<file path="src/rtl/fpu_pkg.sv">
`default_nettype none
// ============================================================================
// Module      : fpu_pkg
// Description : Shared single-precision field widths and alignment FSM states.
// Revision    : 1.0 - initial release
// ============================================================================
package fpu_pkg;

  localparam int c_ewidth = 8;
  localparam int c_fwidth = 23;
  localparam int c_gwidth = 3;

  typedef enum logic [1:0] {
    IDLE  = 2'd0,
    CMP   = 2'd1,
    SHIFT = 2'd2,
    HOLD  = 2'd3
  } state_t;

endpackage
`default_nettype wire

</file>
<file path="src/rtl/brshift.sv">
`default_nettype none
// ============================================================================
// Module      : brshift
// Description : Logarithmic right barrel shifter with a selectable fill bit.
// Revision    : 1.0 - initial release
// ============================================================================
module brshift #(
  parameter int SWIDTH = 5
) (
  input  logic [2**SWIDTH-1:0] din,
  input  logic [SWIDTH-1:0]    shamt,
  input  logic                 fill,
  output logic [2**SWIDTH-1:0] dout
);

  localparam int c_dw = 2**SWIDTH;

  logic [c_dw-1:0] w_stage [0:SWIDTH];

  assign w_stage[0] = din;

  for (genvar i = 0; i < SWIDTH; i++) begin : g_stage
    assign w_stage[i+1] = shamt[i] ? {{(2**i){fill}}, w_stage[i][c_dw-1:2**i]}
                                   : w_stage[i];
  end

  assign dout = w_stage[SWIDTH];

endmodule
`default_nettype wire

</file>
<file path="src/rtl/xchg.sv">
`default_nettype none
// ============================================================================
// Module      : xchg
// Description : Conditional exchange of two equal-width words.
// Revision    : 1.0 - initial release
// ============================================================================
module xchg #(
  parameter int DWIDTH = 32
) (
  input  logic [DWIDTH-1:0] a,
  input  logic [DWIDTH-1:0] b,
  input  logic              sel,
  output logic [DWIDTH-1:0] x,
  output logic [DWIDTH-1:0] y
);

  assign x = sel ? b : a;
  assign y = sel ? a : b;

endmodule
`default_nettype wire

</file>
<file path="src/rtl/fadd_align.sv">
`default_nettype none
// ============================================================================
// Module      : fadd_align
// Description : FP adder front end - orders operands by magnitude and aligns
//               the smaller mantissa with a sticky bit.
// Revision    : 1.0 - initial release
// ============================================================================
module fadd_align
  import fpu_pkg::*;
#(
  parameter int EWIDTH = c_ewidth,
  parameter int FWIDTH = c_fwidth,
  parameter int SWIDTH = 5
) (
  input  logic                        clk,
  input  logic                        rst,
  input  logic                        in_valid,
  output logic                        in_ready,
  input  logic [EWIDTH+FWIDTH:0]      in_a,
  input  logic [EWIDTH+FWIDTH:0]      in_b,
  output logic                        out_valid,
  input  logic                        out_ready,
  output logic [EWIDTH-1:0]           out_exp,
  output logic                        out_sign_big,
  output logic                        out_eff_sub,
  output logic [FWIDTH+c_gwidth:0]    out_mbig,
  output logic [FWIDTH+c_gwidth:0]    out_msmall,
  output logic                        out_special,
  output logic                        out_swapped
);

  localparam int c_wwidth = 1 + EWIDTH + FWIDTH;
  localparam int c_mwidth = 1 + FWIDTH + c_gwidth;
  localparam int c_dwidth = 2**SWIDTH;
  localparam int c_pad    = c_dwidth - c_mwidth;
  localparam logic [EWIDTH-1:0] c_maxsh = EWIDTH'(c_dwidth - 1);

  state_t r_state, w_next;

  logic [c_wwidth-1:0] r_a, r_b, r_big, r_small;
  logic [EWIDTH-1:0]   r_diff;
  logic                r_swap;

  logic [EWIDTH-1:0]   r_exp;
  logic                r_sign_big, r_eff_sub, r_swapped;
  logic [c_mwidth-1:0] r_mbig, r_msmall;

  // ---- CMP: unpack latched operands and decide ordering ----
  logic [EWIDTH-1:0]   w_ea, w_eb, w_ea_eff, w_eb_eff, w_diff;
  logic [FWIDTH:0]     w_ma, w_mb;
  logic                w_swap;
  logic [c_wwidth-1:0] w_big, w_small;

  assign w_ea     = r_a[c_wwidth-2:FWIDTH];
  assign w_eb     = r_b[c_wwidth-2:FWIDTH];
  assign w_ea_eff = (w_ea == '0) ? EWIDTH'(1) : w_ea;
  assign w_eb_eff = (w_eb == '0) ? EWIDTH'(1) : w_eb;
  assign w_ma     = {|w_ea, r_a[FWIDTH-1:0]};
  assign w_mb     = {|w_eb, r_b[FWIDTH-1:0]};
  assign w_swap   = (w_eb_eff > w_ea_eff) || ((w_eb_eff == w_ea_eff) && (w_mb > w_ma));
  assign w_diff   = w_swap ? (w_eb_eff - w_ea_eff) : (w_ea_eff - w_eb_eff);

  xchg #(.DWIDTH(c_wwidth)) u_xchg (
    .a   (r_a),
    .b   (r_b),
    .sel (w_swap),
    .x   (w_big),
    .y   (w_small)
  );

  // ---- SHIFT: mantissa sits at the top of the shifter so low bits collect guard overflow ----
  logic [EWIDTH-1:0]   w_ebig, w_esml;
  logic [c_mwidth-1:0] w_ms;
  logic [c_dwidth-1:0] w_din, w_dout, w_mask;
  logic [SWIDTH-1:0]   w_shamt;
  logic                w_sticky;

  assign w_ebig  = r_big[c_wwidth-2:FWIDTH];
  assign w_esml  = r_small[c_wwidth-2:FWIDTH];
  assign w_ms    = {|w_esml, r_small[FWIDTH-1:0], {c_gwidth{1'b0}}};
  assign w_din   = {w_ms, {c_pad{1'b0}}};
  assign w_shamt = (r_diff > c_maxsh) ? '1 : r_diff[SWIDTH-1:0];

  brshift #(.SWIDTH(SWIDTH)) u_brshift (
    .din   (w_din),
    .shamt (w_shamt),
    .fill  (1'b0),
    .dout  (w_dout)
  );

  assign w_mask   = ~({c_dwidth{1'b1}} << w_shamt);
  assign w_sticky = (|w_dout[c_pad:0]) | (|(w_din & w_mask));

  // ---- FSM ----
  always_comb begin
    w_next = r_state;
    case (r_state)
      IDLE:    if (in_valid) w_next = CMP;
      CMP:     w_next = SHIFT;
      SHIFT:   w_next = HOLD;
      HOLD:    if (out_ready) w_next = IDLE;
      default: w_next = IDLE;
    endcase
  end

  always_ff @(posedge clk) begin
    if (rst) begin
      r_state    <= IDLE;
      r_a        <= '0;
      r_b        <= '0;
      r_big      <= '0;
      r_small    <= '0;
      r_diff     <= '0;
      r_swap     <= 1'b0;
      r_exp      <= '0;
      r_sign_big <= 1'b0;
      r_eff_sub  <= 1'b0;
      r_swapped  <= 1'b0;
      r_mbig     <= '0;
      r_msmall   <= '0;
    end else begin
      r_state <= w_next;
      if (r_state == IDLE && in_valid) begin
        r_a <= in_a;
        r_b <= in_b;
      end
      if (r_state == CMP) begin
        r_big   <= w_big;
        r_small <= w_small;
        r_diff  <= w_diff;
        r_swap  <= w_swap;
      end
      if (r_state == SHIFT) begin
        r_exp      <= (w_ebig == '0) ? EWIDTH'(1) : w_ebig;
        r_sign_big <= r_big[c_wwidth-1];
        r_eff_sub  <= r_big[c_wwidth-1] ^ r_small[c_wwidth-1];
        r_swapped  <= r_swap;
        r_mbig     <= {|w_ebig, r_big[FWIDTH-1:0], {c_gwidth{1'b0}}};
        r_msmall   <= {w_dout[c_dwidth-1:c_pad+1], w_sticky};
      end
    end
  end

  assign in_ready     = (r_state == IDLE);
  assign out_valid    = (r_state == HOLD);
  assign out_exp      = r_exp;
  assign out_sign_big = r_sign_big;
  assign out_eff_sub  = r_eff_sub;
  assign out_mbig     = r_mbig;
  assign out_msmall   = r_msmall;
  assign out_swapped  = r_swapped;
  assign out_special  = (&r_a[c_wwidth-2:FWIDTH]) | (&r_b[c_wwidth-2:FWIDTH]);

endmodule
`default_nettype wire

</file>
<file path="config.mk">
export PLATFORM = sky130hd
export DESIGN_NAME = fadd_align
export DESIGN_NICKNAME = d
export VERILOG_FILES = /design/src/rtl/fpu_pkg.sv /design/src/rtl/brshift.sv /design/src/rtl/xchg.sv /design/src/rtl/fadd_align.sv
export SDC_FILE = /design/constraint.sdc
export NUM_CORES = 1
export LEC_CHECK = 0
export ABC_AREA = 1
export BUFFER_PORTS_ARGS = -buffer_cell sky130_fd_sc_hd__buf_2
export CAP_MARGIN = 5
export CORE_MARGIN = 4
export CORE_UTILIZATION = 53
export DETAILED_ROUTE_END_ITERATION = 6
export PLACE_DENSITY = 0.77
export SYNTH_ARGS = -nofsm -noshare
export SYNTH_HDL_FRONTEND = slang
export SYNTH_SLANG_ARGS = --single-unit
</file>
<file path="constraint.sdc">
create_clock -name clk -period 2.6 [get_ports clk]
set_input_delay 0.13 -clock clk [delete_from_list [all_inputs] [get_ports clk]]
set_output_delay 0.13 -clock clk [all_outputs]
set_load 0.05 [all_outputs]
</file>
# After elaboration in Yosys (flattened, before gate mapping)
# Index checks and enable logic that the tools add are counted.
[op_classes] shifts=1 n_lt_le_gt_ge=3 n_addsub=2 n_eq_ne=6 bitwise=5 reduce_logical=16 muxes=15
[op_table] op="32-bit two-way mux" count=7
[op_table] op="32-bit AND" count=1
[op_table] op="8-bit two-way mux" count=4
[op_table] op="32-bit inverter" count=1
[op_table] op="32-bit OR reduction" count=1
[op_table] op="8-bit OR reduction" count=4
[op_table] op="32-bit by 5-bit left shift with 32-bit output (first input constant)" count=1
[op_table] op="24-bit greater-than comparator" count=1
[op_table] op="8-bit logical NOT" count=3
[op_table] op="8-bit AND reduction" count=2
[op_table] op="8-bit subtractor" count=2
[op_table] op="8-bit == test" count=1
[op_table] op="8-bit by 5-bit greater-than comparator with 1-bit output (second input constant)" count=1
[op_table] op="8-bit greater-than comparator" count=1
[op_table] op="2-bit case mux with 4 select lines" count=1
[op_table] op="6-bit OR reduction" count=1
[op_table] op="5-bit two-way mux" count=1
[op_table] op="2-bit == test (second input constant)" count=2
[op_table] op="2-bit two-way mux" count=2
[op_table] op="2-bit by 1-bit == test with 1-bit output (second input constant)" count=1
[op_table] op="1-bit logical AND" count=2
[op_table] op="2-bit logical NOT" count=1
[op_table] op="2-bit by 1-bit != test with 1-bit output (second input constant)" count=1
[op_table] op="2-bit != test (second input constant)" count=1
[op_table] op="4 further kinds" count=5
[totals] output_inout_bits=68 in_bits=68 register_bits=201

# Depth between registers and ports, before layout
[depth] ltp_word=9 mapped_depth=18 mapped_depth_nobuf=17

# Modules after synthesis
# Synthesis repeated with hierarchy kept, for this count alone.
[unflattened] hier_cells=1790 hier_area_um2=11602.4
[modules_own_cells] module="fadd_align" n_inst=1 area_per_inst_um2=8813.5 seq_area_each_um2=4023.9 cells_per_inst=1188
[modules_own_cells] module="brshift" n_inst=1 area_per_inst_um2=1944.4 seq_area_each_um2=0.0 cells_per_inst=396
[modules_own_cells] module="xchg" n_inst=1 area_per_inst_um2=844.6 seq_area_each_um2=0.0 cells_per_inst=206

# Least setup slack after synthesis
# No wires, ideal clock.
[synth_path] kind="reg2reg" from="reg r_b[27]" to="reg r_diff[3]" synth_period_minus_slack_ns=2.612 path_slack_ns=-0.012 setup_ns=0.109 arrival_ns=2.503 required_ns=2.491 path_stages_with_launch=16 path_cell_list="dfxtp_1 nor4_1 nand3_1 nand2_1 inv_1 ha_1 fa_1 o21ai_2 a21boi_1 o211ai_2 nand2_2 buf_4 nand2_1 nand3_1 nand2_1 inv_1"
[synth_between] elab_chain_cells=6 word_cells_on_any_way=11 classes_between="add/sub: 2; order compare: 2; eq/ne: 1; mux: 2; reduce/logical: 4"
[synth_lines] element="start: declaration" line="fadd_align.sv:40" rtl="logic [c_wwidth-1:0] r_a, r_b, r_big, r_small;"
[synth_lines] element="start signal: assignment" line="fadd_align.sv:125" rtl="r_b <= in_b;"
[synth_lines] element="branches (longest 5 deep; another with 24-bit greater-than comparator)"
[synth_lines] element="8-bit two-way mux *" line="fadd_align.sv:61" rtl="assign w_diff = w_swap ? (w_eb_eff - w_ea_eff) : (w_ea_eff - w_eb_eff);"
[synth_lines] element="end signal: assignment" line="fadd_align.sv:130" rtl="r_diff <= w_diff;"
[synth_lines] element="end: declaration" line="fadd_align.sv:41" rtl="logic [EWIDTH-1:0] r_diff;"
# Mark *: on every way between the ends.
# A chain may end at the register's enable or synchronous reset.

# Worst setup path after layout
[layout_path] from="reg r_a[30]" to="reg r_big[27]"
[layout_between] elab_chain_cells=6 word_cells_on_any_way=9 classes_between="order compare: 2; eq/ne: 1; mux: 2; reduce/logical: 4"
[layout_lines] element="start: declaration" line="fadd_align.sv:40"
[layout_lines] element="start signal: assignment" line="fadd_align.sv:124" rtl="r_a <= in_a;"
[layout_lines] element="branches (longest 4 deep; another with 24-bit greater-than comparator)"
[layout_lines] element="1-bit logical OR *" line="fadd_align.sv:60" rtl="assign w_swap = (w_eb_eff > w_ea_eff) || ((w_eb_eff == w_ea_eff) && (w_mb > w_ma));"
[layout_lines] element="32-bit two-way mux *" line="xchg.sv:17" rtl="assign x = sel ? b : a;"
[layout_lines] element="end signal: assignment" line="fadd_align.sv:128" rtl="r_big <= w_big;"
[layout_lines] element="end: declaration" line="fadd_align.sv:40"
# Marks and branches as above.

==> out/qor.yml <==
async_flop_share_pct: 0
yosys_warnings: 0
crit_path_start_kind: "flip-flop"
finalWorstSetupSlack_ns: -0.2971
die_w_um: 151.3
io_pins: 136
violations: "setup timing"
synthCells: 1621
hold_violations: 0
period_share_pct: 111.4
holdWs_ns: 0.03238
dp_cells: 1962
fin_worst_skew_ns: 0.02551
final_common_cell: "nand2_1"
min_path_type: "in2reg"
drc: 0
die-area_um2: 22880
cts_sinks: 201
drive_above_1_share_pct: 17.34
ant_nets: 0
relSlewSlack_pct: 29.87
end_kind: "flip-flop"
synthesis.area_um2: 10880
routabilityCongestion: 0.9896
timing.fmax_mhz: 345.2
cp_slowest_cell: "dfxtp_2"
avgViaCountPerCell: 5.802
clock_path_buffers: 3
worstMarginPinSlew_ns: 1.052
syn_area_per_cell_um2: 6.710
area_delta_synth_final_pct: 27.70
placed_area_um2: 11900
drt-pass1-iter-count: 6
grt_first_pass_wirelength_mm: 57.65
final_area_um2: 13890
io_buffers: 132
cts_made_buffers: 22
htree_levels: 1
final_cells: 2082
seq_area_frac_synth_pct: 37.00
cts.reportedPaths.clkPinSlew_ns: 0.06
ys_ff_latch: 201
synth_edf_count: 0
crit_type: "reg2reg"
cpPeakStageDelay_ns: 0.33
wl_per_cell_um: 18.04
crit_required_ns: 2.95
setup_violations: 72
start_util_pct: 53.75
grt_overflow: 0
clock_latency_ns: 0.53
rsz0062_at_grt: "yes"
rows: 52
drtIter0Drc: 1298
nNetsFinal: 1909
outcome: "complete, but fails checks"
grt_pass1_vias: 11340
synth-main-ff-cell: "dfxtp_1"
cts_tree: "done"
drt_wl_total_mm: 37.57
track_usage_pct: 31.29
worstPathMaxFanout: 6
antenna_found_initial: 1
synth.distinct_cells: 41
final_max_slew_viol_count: 0
worstPathArrival_ns: 3.25
cp_cell_sequence: "nor4_4, nand3_2, nor3_4, nor2_2, inv_2, ha_4, fa_2, o21ai_2, a21boi_2, o211ai_4, buf_6, nand2_4, clkbuf_16, nand2_1, nand3_1, a21oi_1"
grt_start_max_net_pins: 92
max-cap-violations: 0
final_cell_mix: "nand2_1, nand3_1, dfxtp_1"
fin_crit_ns: 2.897
die_h_um: 151.3
cts_root_buffer: "clkbuf_16"
vias: 12080
dp_hpwl_mm: 23.81
core_um2: 20230
==> final timing paths <==
check | endpoint | slack [ns] | from | depth (start not counted)
hold reg to reg | out_msmall[20]$_SDFFE_PP0P_ | 0.46 | out_msmall[20]$_SDFFE_PP0P_ | 2
hold / removal | r_a[0]$_SDFFE_PP0P_ | 0.03 | in_a[0] | 3
setup / recovery | r_big[27]$_SDFFE_PP0N_ | -0.30 | r_a[30]$_SDFFE_PP0P_ | 16
setup reg to reg | r_big[27]$_SDFFE_PP0N_ | -0.30 | r_a[30]$_SDFFE_PP0P_ | 16
==> metrics by stage <==
stage	setup WS, ns	util [%]	setup TNS [ns]
4_1_cts	-0.07069	67.18	-2.807
2_1_floorplan	0.01850	-	0
6_report	-0.2971	68.64	-16.55
3_5_place_dp	-0.3609	58.83	-22.47
5_1_grt	-0.4732	68.64	-29.56
3_3_place_gp	-0.2847	58.83	-17.11
==> layout make-up <==
cell class / instances / area [µm²]
Sequential cell: 201 / 4028
Multi-Input combinational cell: 1166 / 6081
Timing Repair Buffer: 280 / 2217
Inverter: 125 / 469.2
Clock inverter: 11 / 141.4
Fill cell: 1604 / 6345
Antenna cell: 1 / 2.502
Tap cell: 270 / 337.8
Clock buffer: 28 / 613.1
==> synthesized netlist by cell type, types with 2 or more instances <==
cell      count  area [µm²]
xor2_1        8       70.07
nand3_1     262        1311
inv_1       122       457.9
a31oi_1       7       43.79
nor2_1      113       424.2
nor3_1        3       15.01
o21ai_0     126       630.6
o21ai_1       3       15.01
buf_4        12       90.09
o211ai_1      3       22.52
buf_1         7       26.28
nor4_1        4       25.02
o22ai_1       3       18.77
a21o_1        2       15.01
nand4_1      33       206.5
nand2_2       2       12.51
clkbuf_2      2       10.01
nand2_1     339        1272
buf_2        34       170.2
nand3_2       3       30.03
a21oi_1     186       930.9
fa_1          2       40.04
dfxtp_1     201        4024
ha_1         43       538.0
xnor2_1       5       43.79
o21a_1        5       37.54
clkbuf_1     76       285.3
clkinv_1      2       7.510
==> repair_timing <==
action / CTS / global route
gates cloned: 3 / 5
hold buffers: 63 / 0
gates resized for setup: 39 / 49
buffers inserted: 9 / 1
pin swaps: 7 / 15
setup endpoints to repair: 72 / 72
endpoints found under the hold margin: 63 / 0
==> critical path: cells and delay by family, from the launching register on <==
kind,cells,cell delay (ns)
fa+ha+maj,2,0.35
buf+inv,3,0.43
flops,1,0.33
compound gates,4,0.53
simple gates,7,1.08
==> kinds of logic after synthesis <==
kind of cell / after synthesis / synth area share, %
AND/OR/NAND/NOR: 763 / 30.60
AO/OA/AOI/OAI: 341 / 16.24
buffers and inverters: 257 / 9.766
flip-flops: 201 / 37.00
adder cells (fa/ha/maj): 45 / 5.315
XOR/XNOR: 13 / 1.047
other: 1 / 0.03448
==> state kept, by name, summed over array words and instances, names as in the netlist <==
name and count:
out_swapped 1, r_state 2, r_b 32, r_diff 8, r_a 32, r_swap 1
r_big 32, r_small 32, out_msmall 27, out_eff_sub 1, out_exp 8, out_mbig 24
out_sign_big 1
==> routing by layer <==
metal | vias to the layer above | track usage (%) | wire length, µm
met3 | 150 | 4.847 | 3236
li1 | 5724 | - | -
met5 | - | 0 | 0
met1 | 5579 | 39.76 | 14560
met2 | 627 | 51.68 | 17560
met4 | 0 | 15.50 | 2212
Power is left out: the tool's default activity adds up to more than one toggle a clock period on the data nets, which glitch-free logic cannot reach.
